[config.mk]
export PLATFORM = sky130hd
export DESIGN_NAME = jump_pc_sequencer_flat
export DESIGN_NICKNAME = d
export VERILOG_FILES = /design/src/rtl/jump_pc_sequencer_if.sv /design/src/rtl/jump_pc_sequencer.sv /design/src/flat_wrapper.sv
export SDC_FILE = /design/constraint.sdc
export NUM_CORES = 1
export LEC_CHECK = 0
export ABC_AREA = 1
export CORE_ASPECT_RATIO = 1.75
export CORE_MARGIN = 1
export CORE_UTILIZATION = 51
export DETAILED_ROUTE_END_ITERATION = 6
export GPL_ROUTABILITY_DRIVEN = 0
export GPL_TIMING_DRIVEN = 0
export PLACE_DENSITY = 0.81
export SYNTH_ARGS = -nofsm -noshare
export SYNTH_HDL_FRONTEND = slang
export SYNTH_SLANG_ARGS = --single-unit
[constraint.sdc]
create_clock -name clk -period 4.4 [get_ports clk]
set_input_delay 0.66 -clock clk [delete_from_list [all_inputs] [get_ports clk]]
set_output_delay 0.66 -clock clk [all_outputs]
set_load 0.005 [all_outputs]
[src/rtl/jump_pc_sequencer_if.sv]
// Fetch/redirect bundle between decode/branch resolution and the PC sequencer.
//
// Signals:
//   fetch_ready          fetch stage accepts pc this cycle
//   pc, pc_valid         current fetch address and its valid flag
//   jmp, jmp_index, jal  J/JAL redirect, instruction-index field, link request
//   br_taken, br_offset  taken-branch redirect with signed word offset
//   jr, jr_addr          jump-register redirect and register target
//   link_we, link_addr   one-cycle link-register write strobe and return address
//   addr_err             one-cycle misaligned-JR strobe
//   in_slot              sequencer is issuing the delay-slot instruction
//
// Modports: master drives fetch_ready and redirects; slave is the sequencer.
interface jump_pc_sequencer_if #(
    parameter int unsigned ADDR_W = 32,
    parameter int unsigned IMM_W  = 26,
    parameter int unsigned OFF_W  = 16
);
    logic              fetch_ready;
    logic [ADDR_W-1:0] pc;
    logic              pc_valid;
    logic              jmp;
    logic [IMM_W-1:0]  jmp_index;
    logic              jal;
    logic              br_taken;
    logic [OFF_W-1:0]  br_offset;
    logic              jr;
    logic [ADDR_W-1:0] jr_addr;
    logic              link_we;
    logic [ADDR_W-1:0] link_addr;
    logic              addr_err;
    logic              in_slot;

    modport master (
        output fetch_ready, jmp, jmp_index, jal, br_taken, br_offset, jr, jr_addr,
        input  pc, pc_valid, link_we, link_addr, addr_err, in_slot
    );

    modport slave (
        input  fetch_ready, jmp, jmp_index, jal, br_taken, br_offset, jr, jr_addr,
        output pc, pc_valid, link_we, link_addr, addr_err, in_slot
    );
endinterface

[src/rtl/jump_pc_sequencer.sv]
// Registered program-counter sequencer for a 32-bit MIPS pipeline.
// Holds the fetch address, advances it by 4 on each accepted fetch and applies
// J/JAL, JR and taken-branch redirects (priority jr > jmp > br_taken).
//
// Ports:
//   clk    rising-edge clock
//   reset  synchronous active-high reset
//   bus    jump_pc_sequencer_if.slave (fetch handshake, redirects, link, status)
//
// Build option: define JMP_DELAY_SLOT_EN for MIPS branch-delay-slot semantics
// (redirect applied after the next sequential fetch, link = pc+8). When
// undefined, redirects take effect on the next cycle and link = pc+4.
module jump_pc_sequencer #(
    parameter int unsigned       ADDR_W   = 32,
    parameter int unsigned       IMM_W    = 26,
    parameter int unsigned       OFF_W    = 16,
    parameter logic [ADDR_W-1:0] RESET_PC = ADDR_W'(32'h0040_0000)
) (
    input logic               clk,
    input logic               reset,
    jump_pc_sequencer_if.slave bus
);

    typedef enum logic [1:0] {StBoot, StRun, StSlot} state_e;

`ifdef JMP_DELAY_SLOT_EN
    localparam logic [ADDR_W-1:0] LinkOfs = ADDR_W'(8);
`else
    localparam logic [ADDR_W-1:0] LinkOfs = ADDR_W'(4);
`endif

    state_e            state_q, state_d;
    logic [ADDR_W-1:0] pc_q, pc_d;
    logic              pc_valid_q, pc_valid_d;
    logic              link_we_q, link_we_d;
    logic [ADDR_W-1:0] link_addr_q, link_addr_d;
    logic              addr_err_q, addr_err_d;
`ifdef JMP_DELAY_SLOT_EN
    logic [ADDR_W-1:0] target_q, target_d;
    logic              in_slot_q, in_slot_d;
`endif

    logic              accept;
    logic              redirect;
    logic [ADDR_W-1:0] pc4;
    logic [ADDR_W-1:0] upper_mask;
    logic [ADDR_W-1:0] br_ofs_ext;
    logic [ADDR_W-1:0] jmp_tgt, br_tgt, jr_tgt, target;

    assign accept   = pc_valid_q & bus.fetch_ready;
    assign redirect = bus.jr | bus.jmp | bus.br_taken;
    assign pc4      = pc_q + ADDR_W'(4);

    // Bits above the jump field come from pc4; mask form stays legal when
    // ADDR_W == IMM_W+2 (mask collapses to zero).
    assign upper_mask = ~((ADDR_W'(1) << (IMM_W + 2)) - ADDR_W'(1));
    assign jmp_tgt    = (pc4 & upper_mask) | (ADDR_W'(bus.jmp_index) << 2);
    assign br_ofs_ext = ADDR_W'($signed(bus.br_offset));
    assign br_tgt     = pc4 + (br_ofs_ext << 2);
    assign jr_tgt     = {bus.jr_addr[ADDR_W-1:2], 2'b00};

    always_comb begin
        target = br_tgt;
        if (bus.jr) begin
            target = jr_tgt;
        end else if (bus.jmp) begin
            target = jmp_tgt;
        end
    end

    always_comb begin
        state_d     = state_q;
        pc_d        = pc_q;
        link_we_d   = 1'b0;
        link_addr_d = link_addr_q;
        addr_err_d  = 1'b0;
`ifdef JMP_DELAY_SLOT_EN
        target_d    = target_q;
`endif
        unique case (state_q)
            StBoot: begin
                state_d = StRun;
            end
            StRun: begin
                if (accept) begin
                    if (bus.jmp && bus.jal) begin
                        link_we_d   = 1'b1;
                        link_addr_d = pc_q + LinkOfs;
                    end
                    addr_err_d = bus.jr && (bus.jr_addr[1:0] != 2'b00);
                    if (redirect) begin
`ifdef JMP_DELAY_SLOT_EN
                        // Fetch the delay-slot instruction first, then the target.
                        pc_d     = pc4;
                        target_d = target;
                        state_d  = StSlot;
`else
                        pc_d     = target;
`endif
                    end else begin
                        pc_d = pc4;
                    end
                end
            end
`ifdef JMP_DELAY_SLOT_EN
            StSlot: begin
                // Redirect inputs belong to the slot instruction and are ignored.
                if (accept) begin
                    pc_d    = target_q;
                    state_d = StRun;
                end
            end
`endif
            default: begin
                state_d = StBoot;
            end
        endcase
        pc_valid_d = (state_d != StBoot);
`ifdef JMP_DELAY_SLOT_EN
        in_slot_d  = (state_d == StSlot);
`endif
    end

    always_ff @(posedge clk) begin
        if (reset) begin
            state_q     <= StBoot;
            pc_q        <= RESET_PC;
            pc_valid_q  <= 1'b0;
            link_we_q   <= 1'b0;
            link_addr_q <= '0;
            addr_err_q  <= 1'b0;
`ifdef JMP_DELAY_SLOT_EN
            target_q    <= '0;
            in_slot_q   <= 1'b0;
`endif
        end else begin
            state_q     <= state_d;
            pc_q        <= pc_d;
            pc_valid_q  <= pc_valid_d;
            link_we_q   <= link_we_d;
            link_addr_q <= link_addr_d;
            addr_err_q  <= addr_err_d;
`ifdef JMP_DELAY_SLOT_EN
            target_q    <= target_d;
            in_slot_q   <= in_slot_d;
`endif
        end
    end

    assign bus.pc        = pc_q;
    assign bus.pc_valid  = pc_valid_q;
    assign bus.link_we   = link_we_q;
    assign bus.link_addr = link_addr_q;
    assign bus.addr_err  = addr_err_q;
`ifdef JMP_DELAY_SLOT_EN
    assign bus.in_slot   = in_slot_q;
`else
    assign bus.in_slot   = 1'b0;
`endif

endmodule
[src/flat_wrapper.sv]
// flat-port wrapper written by rule: the top's interface ports become plain ports
module jump_pc_sequencer_flat 
#(
    parameter int unsigned       ADDR_W   = 32,
    parameter int unsigned       IMM_W    = 26,
    parameter int unsigned       OFF_W    = 16,
    parameter logic [ADDR_W-1:0] RESET_PC = ADDR_W'(32'h0040_0000)
)
  (clk, reset, bus_fetch_ready, bus_jmp, bus_jmp_index, bus_jal, bus_br_taken, bus_br_offset, bus_jr, bus_jr_addr, bus_pc, bus_pc_valid, bus_link_we, bus_link_addr, bus_addr_err, bus_in_slot);
  jump_pc_sequencer_if #(.ADDR_W(ADDR_W), .IMM_W(IMM_W), .OFF_W(OFF_W)) bus_i ();
  input logic clk;
  input logic reset;
  input wire logic [$bits(bus_i.fetch_ready)-1:0] bus_fetch_ready;
  input wire logic [$bits(bus_i.jmp)-1:0] bus_jmp;
  input wire logic [$bits(bus_i.jmp_index)-1:0] bus_jmp_index;
  input wire logic [$bits(bus_i.jal)-1:0] bus_jal;
  input wire logic [$bits(bus_i.br_taken)-1:0] bus_br_taken;
  input wire logic [$bits(bus_i.br_offset)-1:0] bus_br_offset;
  input wire logic [$bits(bus_i.jr)-1:0] bus_jr;
  input wire logic [$bits(bus_i.jr_addr)-1:0] bus_jr_addr;
  output wire logic [$bits(bus_i.pc)-1:0] bus_pc;
  output wire logic [$bits(bus_i.pc_valid)-1:0] bus_pc_valid;
  output wire logic [$bits(bus_i.link_we)-1:0] bus_link_we;
  output wire logic [$bits(bus_i.link_addr)-1:0] bus_link_addr;
  output wire logic [$bits(bus_i.addr_err)-1:0] bus_addr_err;
  output wire logic [$bits(bus_i.in_slot)-1:0] bus_in_slot;
  assign bus_i.fetch_ready = bus_fetch_ready;
  assign bus_i.jmp = bus_jmp;
  assign bus_i.jmp_index = bus_jmp_index;
  assign bus_i.jal = bus_jal;
  assign bus_i.br_taken = bus_br_taken;
  assign bus_i.br_offset = bus_br_offset;
  assign bus_i.jr = bus_jr;
  assign bus_i.jr_addr = bus_jr_addr;
  assign bus_pc = bus_i.pc;
  assign bus_pc_valid = bus_i.pc_valid;
  assign bus_link_we = bus_i.link_we;
  assign bus_link_addr = bus_i.link_addr;
  assign bus_addr_err = bus_i.addr_err;
  assign bus_in_slot = bus_i.in_slot;
  jump_pc_sequencer #(.ADDR_W(ADDR_W), .IMM_W(IMM_W), .OFF_W(OFF_W), .RESET_PC(RESET_PC)) u_core (.clk(clk), .reset(reset), .bus(bus_i));
endmodule
==> metrics.yaml, run 1 <==
logic_synthesis:
  yosys_register_bits: 65
  synth_top_cell_area_share_pct: 20.4
  synth_common_cells: "nand2_1, inv_1, nor2_1"
  syn_inst: 1110
  synthTopCellsByArea: "dfxtp_1, nand2_1, inv_1, a21oi_1, ha_1"
  synth_top_area_cell: "dfxtp_1"
  synthArstFlopShare_pct: 0
  synth.most_common_cell: "nand2_1"
  ys_types: 45
  postSynthAreaPerCell_sq_um: 5.74
  syn_area_sq_um: 6370
  synth_edf_count: 0
  ys_warn_count: 0
  ys.flop_type: "dfxtp_1"
  yosysSeqAreaShare_pct: 20.4
sta:
  max_slew_margin_pct: 39.2
  tightest_slew_ns: 0.909
  hold_viol: 0
  fin_worst_skew_ns: 0.00511
  rsz0062_at_grt: "false"
  setup_viol: 0
  tns_ns: 0
  period_share_pct: 84.7
  max_freq_mhz: 268
  finalMaxSlewViolations: 0
  fin_crit_ns: 3.73
floorplanning:
  die_h_um: 150
  fp-row-count: 53
  die_area_sq_um: 13000
  fp.dieW_um: 86.5
  ios: 149
  start_util_pct: 52.8
  core-area_sq_um: 12100
setup_path:
  required_ns: 4.63
  path_max_fanout: 6
  critPathArrivalTime_ns: 3.96
  critPathLaunchType: "flop"
  worstSetupPathType: "reg2reg"
  critPathCaptureType: "flop"
global_route:
  gr-total-overflow: 0
  antenna_found_initial: 0
  grt_max_degree: 23
  grt_pass1_vias: 7245
  grt_pass1_wl_mm: 36.2
  grt.total_usage_pct: 37.7
routing:
  num_vias: 7785
  drtIter0Drc: 581
  wirelength_mm: 23.8
  drt-pass1-iter-count: 5
  wl_per_cell_um: 16.6
  ant_nets: 0
  drc: 0
  viasPerCell: 5.42
clock_tree:
  cts_hold_buf: 0
  cts_inserted_buffers: 9
  cts_resized: 0
  insertion_delay_ns: 0.35
  cts_sinks: 65
  cts_buffer_depth: 2
  root_buffer: "clkbuf_16"
  clk_pin_slew_ns: 0.05
  cts_tree: "built"
  post_cts_buffers: 0
  ctsHtreeMaxLevel: 3
pwr:
  p_leak_nw: 4.15
  p_total_mw: 1.65
  ir_drop_mv: 0.182
  p_per_area_nw_per_um2: 199
status:
  outcome: "complete, no violations"
flow_run:
  drv_cap: 0
placement:
  port_buffers: 142
  dp.cells: 1422
  place.detailed.hpwl_mm: 19.6
finish:
  layout.nets: 1386
  area_growth_pct: 30.5
  drive_above_1_share_pct: 6.29
  stdcell_count: 1437
  diodes: 0
hold_path:
  min_path_type: "reg2reg"
-- kinds of logic (layout without fill, tap and decap cells) --
kind of cell | Yosys count | count (layout) | share of synthesized area [%]
xor gates and xnor gates | 21 | 21 | 3.24
adders and majority gates | 37 | 37 | 7.39
other | 1 | 6 | 0.0589
buffers and inverters | 214 | 371 | 13.1
DFF | 65 | 65 | 20.4
AOI/OAI and AO/OA | 211 | 211 | 17.8
and+or+nand+nor | 561 | 561 | 38.0
-- final timing paths --
check / slack (ns) / to / cells past startpoint / start
min: 0.47 / u_core.bus.link_addr[3] / 2 / u_core.bus.link_addr[3]
max: 0.67 / u_core.bus.pc[26] / 21 / u_core.bus.pc[2]
max reg2reg: 0.67 / u_core.bus.pc[26] / 21 / u_core.bus.pc[2]
min reg2reg: 0.47 / u_core.bus.link_addr[3] / 2 / u_core.bus.link_addr[3]
-- where the power goes --
group / total, mW / internal, mW / switching, mW
Sequential: 0.603 / 0.595 / 0.00776
Clock: 0.721 / 0.464 / 0.257
Combinational: 0.326 / 0.145 / 0.181
Total: 1.65 / 1.20 / 0.446
-- state kept, by name, indices dropped and copies added (netlist names) --
signal                count
u_core.state_q            2
u_core.bus.pc_valid       1
u_core.bus.link_addr     30
u_core.bus.pc            30
u_core.bus.addr_err       1
u_core.bus.link_we        1
-- critical path, stage by stage, from the launching register on --
cell and delay (ns):
dfxtp_1 0.43, ha_1 0.34, nand2_1 0.10, inv_2 0.09, nand2_4 0.07, nor2_1 0.22, nand4_1 0.15, or2_2 0.31
nand2_1 0.18, inv_1 0.08, ha_1 0.40, nand2_1 0.12, nor2_1 0.27, nand2_1 0.13, nor2_1 0.12, nand2_1 0.15
nand3_1 0.12, nand2_1 0.05, nand3_1 0.07, nand2_1 0.08, nand2_1 0.09, a21oi_2 0.05
-- routing by layer --
metal | vias to the layer above | wire length [um] | track usage (%)
li1 | 3826 | - | -
met1 | 3436 | 8320 | 38.4
met2 | 393 | 11900 | 65.7
met3 | 130 | 1450 | 5.85
met4 | 0 | 2130 | 32.6
met5 | - | 0 | 0
-- cell type report --
cell class / count / area, sq um
plain buffers: 38 / 171
fillers: 1173 / 3760
multi-input cells: 836 / 4250
repair buffers: 142 / 1420
clock buffers: 12 / 256
well taps: 165 / 206
clock inverters: 3 / 40.0
flip-flops and latches: 65 / 1300
inverters: 176 / 661
-- placed cells by master (no fill, tap or decap), types with 6 or more instances in the layout --
cell type          n
xnor2_1            9
o21ai_1            6
a21oi_1           91
inv_2              8
clkbuf_16          9
a31oi_1            7
nor2_2             7
xor2_1             9
buf_2              6
nand2_2           10
o211ai_1           8
conb_1             6
clkdlybuf4s50_1  142
dfxtp_1           65
nand2_1          336
o21ai_0           81
ha_1              36
nand4_1           10
inv_1            166
nor2_1           112
nand3_1           56
clkbuf_1          26
o21bai_1           6
-- stage by stage --
step | util (%) | hold slack, ns | worst slack (ns) | area (sq um)
2_1_floorplan | - | 0.445 | 1.61 | 6390
3_3_place_gp | 66.4 | 0.452 | 0.762 | 8010
3_5_place_dp | 66.4 | 0.461 | 0.744 | 8010
4_1_cts | 68.9 | 0.469 | 0.731 | 8310
5_1_grt | 68.9 | 0.484 | 0.393 | 8310
6_report | 68.9 | 0.466 | 0.672 | 8310
No activity file was read; power rests on OpenSTA's default activity.
==> run 2: changes to the inputs <==
clock period = 3.87 ns   (was 4.4 ns; I/O delays follow)
==> metrics.yaml, run 2 (same netlist as run 1, synthesis figures left out) <==
floorplanning:
  die_h_um: 150  # unchanged
  ios: 149  # unchanged
  start_util_pct: 52.8  # unchanged
  fp.dieW_um: 86.5  # unchanged
  die_area_sq_um: 13000  # unchanged
  fp-row-count: 53  # unchanged
  core-area_sq_um: 12100  # unchanged
setup_path:
  r2r-start: "u_core.bus.pc[2]"
  path_max_fanout: 6  # unchanged
  critPathArrivalTime_ns: 3.86  # -0.10 ns
  worstSetupPathType: "reg2reg"
  max_stage_delay_ns: 0.46  # +0.03 ns
  cp_top_family: "simple AND/OR/NAND/NOR gates"
  reg2reg_slack_ns: 0.24  # -0.44 ns
  reg2reg_depth: 21  # unchanged
  critPathCaptureType: "flop"
  required_ns: 4.10  # -0.53 ns
  crit_top_cell: "nand2_1"
  regToRegEndpoint: "u_core.bus.pc[26]"
  critical_path.cell_chain: "ha_4 > nand2_1 > inv_2 > nand2_4 > nor2_1 > nand4_1 > or2_2 > nand2_1 > inv_1 > ha_1 > nand2_1 > nor2_1 > nand2_1 > nor2_1 > nand2_1 > nand3_1 > nand2_1 > nand3_1 > nand2_1 > nand2_1 > a21oi_2"
  critPathLaunchType: "flop"
  slowest_stage: "dfxtp_1"
  worst-path-buf-inv: 2  # unchanged
hold_path:
  min_path_type: "reg2reg"
  min_from: "u_core.bus.link_addr[3]"
  hold_path_depth: 2  # unchanged
  min_delay_worst_endpoint: "u_core.bus.link_addr[3]"
finish:
  area_growth_pct: 30.7
  seq_area_sq_um: 1300  # unchanged
  fillers: 1172  # -0.085%
  mostFrequentLayoutCell: "nand2_1"
  stdcell_count: 1437  # unchanged
  diodes: 0  # unchanged
  multi_input_area_sq_um: 4270  # +0.29%
  drive_above_1_share_pct: 6.37  # +0.079 points
  finish.utilization_pct: 69.0  # +0.10 points
  mostFrequentLayoutCells: "nand2_1, inv_1, clkdlybuf4s50_1, nor2_1, a21oi_1"
  layout.nets: 1386  # unchanged
pwr:
  p_leak_nw: 4.14  # about the same
  p_per_area_nw_per_um2: 225  # +13%
  ir_drop_mv: 0.203  # +12%
  p_total_mw: 1.87  # +13%
flow_run:
  drv_cap: 0  # unchanged
placement:
  place.detailed.hpwl_mm: 19.6  # unchanged
  port_buffers: 142  # unchanged
  dp.cells: 1422  # unchanged
sta:
  period_share_pct: 93.9  # +9.2 points
  fin_worst_skew_ns: 0.00391  # -0.00120 ns
  tightest_slew_ns: 0.904  # -0.00503 ns
  tns_ns: 0  # unchanged
  fin_crit_ns: 3.63  # -0.0944 ns
  rsz0062_at_grt: "false"
  whs_ns: 0.467  # +0.000543 ns
  setup_viol: 0  # unchanged
  finalMaxSlewViolations: 0  # unchanged
  hold_viol: 0  # unchanged
  max_freq_mhz: 275  # +2.6%
  max_slew_margin_pct: 39.6  # +0.34 points
clock_tree:
  cts_tree: "built"
  post_cts_buffers: 0  # unchanged
  ctsHtreeMaxLevel: 3  # unchanged
  cts_sinks: 65  # unchanged
  cts_buffer_depth: 2  # unchanged
  clk_pin_slew_ns: 0.05  # about the same
  root_buffer: "clkbuf_16"
  insertion_delay_ns: 0.34  # about the same
  cts_inserted_buffers: 9  # unchanged
routing:
  drt-pass1-iter-count: 7  # +2
  drc: 3  # +3
  num_vias: 7792  # +0.090%
  drtIter0Drc: 568  # -2.2%
  ant_nets: 0  # unchanged
  wirelength_mm: 23.8  # about the same
  viasPerCell: 5.42  # about the same
  wl_per_cell_um: 16.6  # about the same
status:
  outcome: "complete, but fails checks"
  violations: "design-rule violations"
global_route:
  grt_pass1_wl_mm: 36.2  # unchanged
  grt.total_usage_pct: 37.7  # unchanged
  grt_pass1_vias: 7245  # unchanged
  grt_max_degree: 23  # unchanged
  gr-total-overflow: 0  # unchanged
  antenna_found_initial: 0  # unchanged
==> run 2: per-layer routing <==
| layer | share of wire [%] | up-vias | global-route usage [%] |
|---|---|---|---|
| met4 | 9.2 | 0 | 32.6 |
| met1 | 35 | 3430 | 38.4 |
| met3 | 6.3 | 139 | 5.85 |
| met2 | 50 | 404 | 65.7 |
| li1 | - | 3819 | - |
| met5 | 0 | - | 0 |
==> run 2: cell type report <==
cell class | instances | share of cell area, %
Tap cell | 165 | 2.48
Clock inverter | 3 | 0.481
Multi-Input combinational cell | 836 | 51.2
Timing Repair Buffer | 142 | 17.1
Inverter | 176 | 7.94
Sequential cell | 65 | 15.6
Buffer | 38 | 2.06
Clock buffer | 12 | 3.08
==> run 2: through the flow <==
stage | cell area (sq um) | worst slack [ns]
after global placement | 8010 | 0.232
after floorplan | 6390 | 1.08
after global routing | 8320 | 0.0634
after detailed placement | 8010 | 0.214
final | 8320 | 0.236
after CTS | 8310 | 0.201
==> run 2: power breakdown <==
group / internal (mW) / switching (mW) / total [mW]
clock: 0.527 / 0.288 / 0.815
combinational: 0.166 / 0.206 / 0.371
sequential: 0.677 / 0.00896 / 0.686
==> run 2: worst max path at each step <==
stage	from	to	slack [ns]	cells after the start
5_1_grt	u_core.bus.pc[2]	u_core.bus.pc[26]	0.06	21
3_5_place_dp	u_core.bus.pc[2]	u_core.bus.pc[26]	0.21	21
6_report	u_core.bus.pc[2]	u_core.bus.pc[26]	0.24	21
4_1_cts	u_core.bus.pc[2]	u_core.bus.pc[26]	0.20	21
2_1_floorplan	u_core.bus.pc[2]	u_core.bus.pc[30]	1.08	21
3_3_place_gp	u_core.bus.pc[2]	u_core.bus.pc[26]	0.23	21
==> run 2: timing repair <==
action / CTS / global route
resized for setup: 0 / 2
setup endpoints to repair: 0 / 6
hold buffers: 0 / 0
==> run 2: worst min-delay path, stage by stage, from the launching register on <==
cell and delay [ns]:
dfxtp_1 0.31, nand2_1 0.06, a21oi_1 0.05
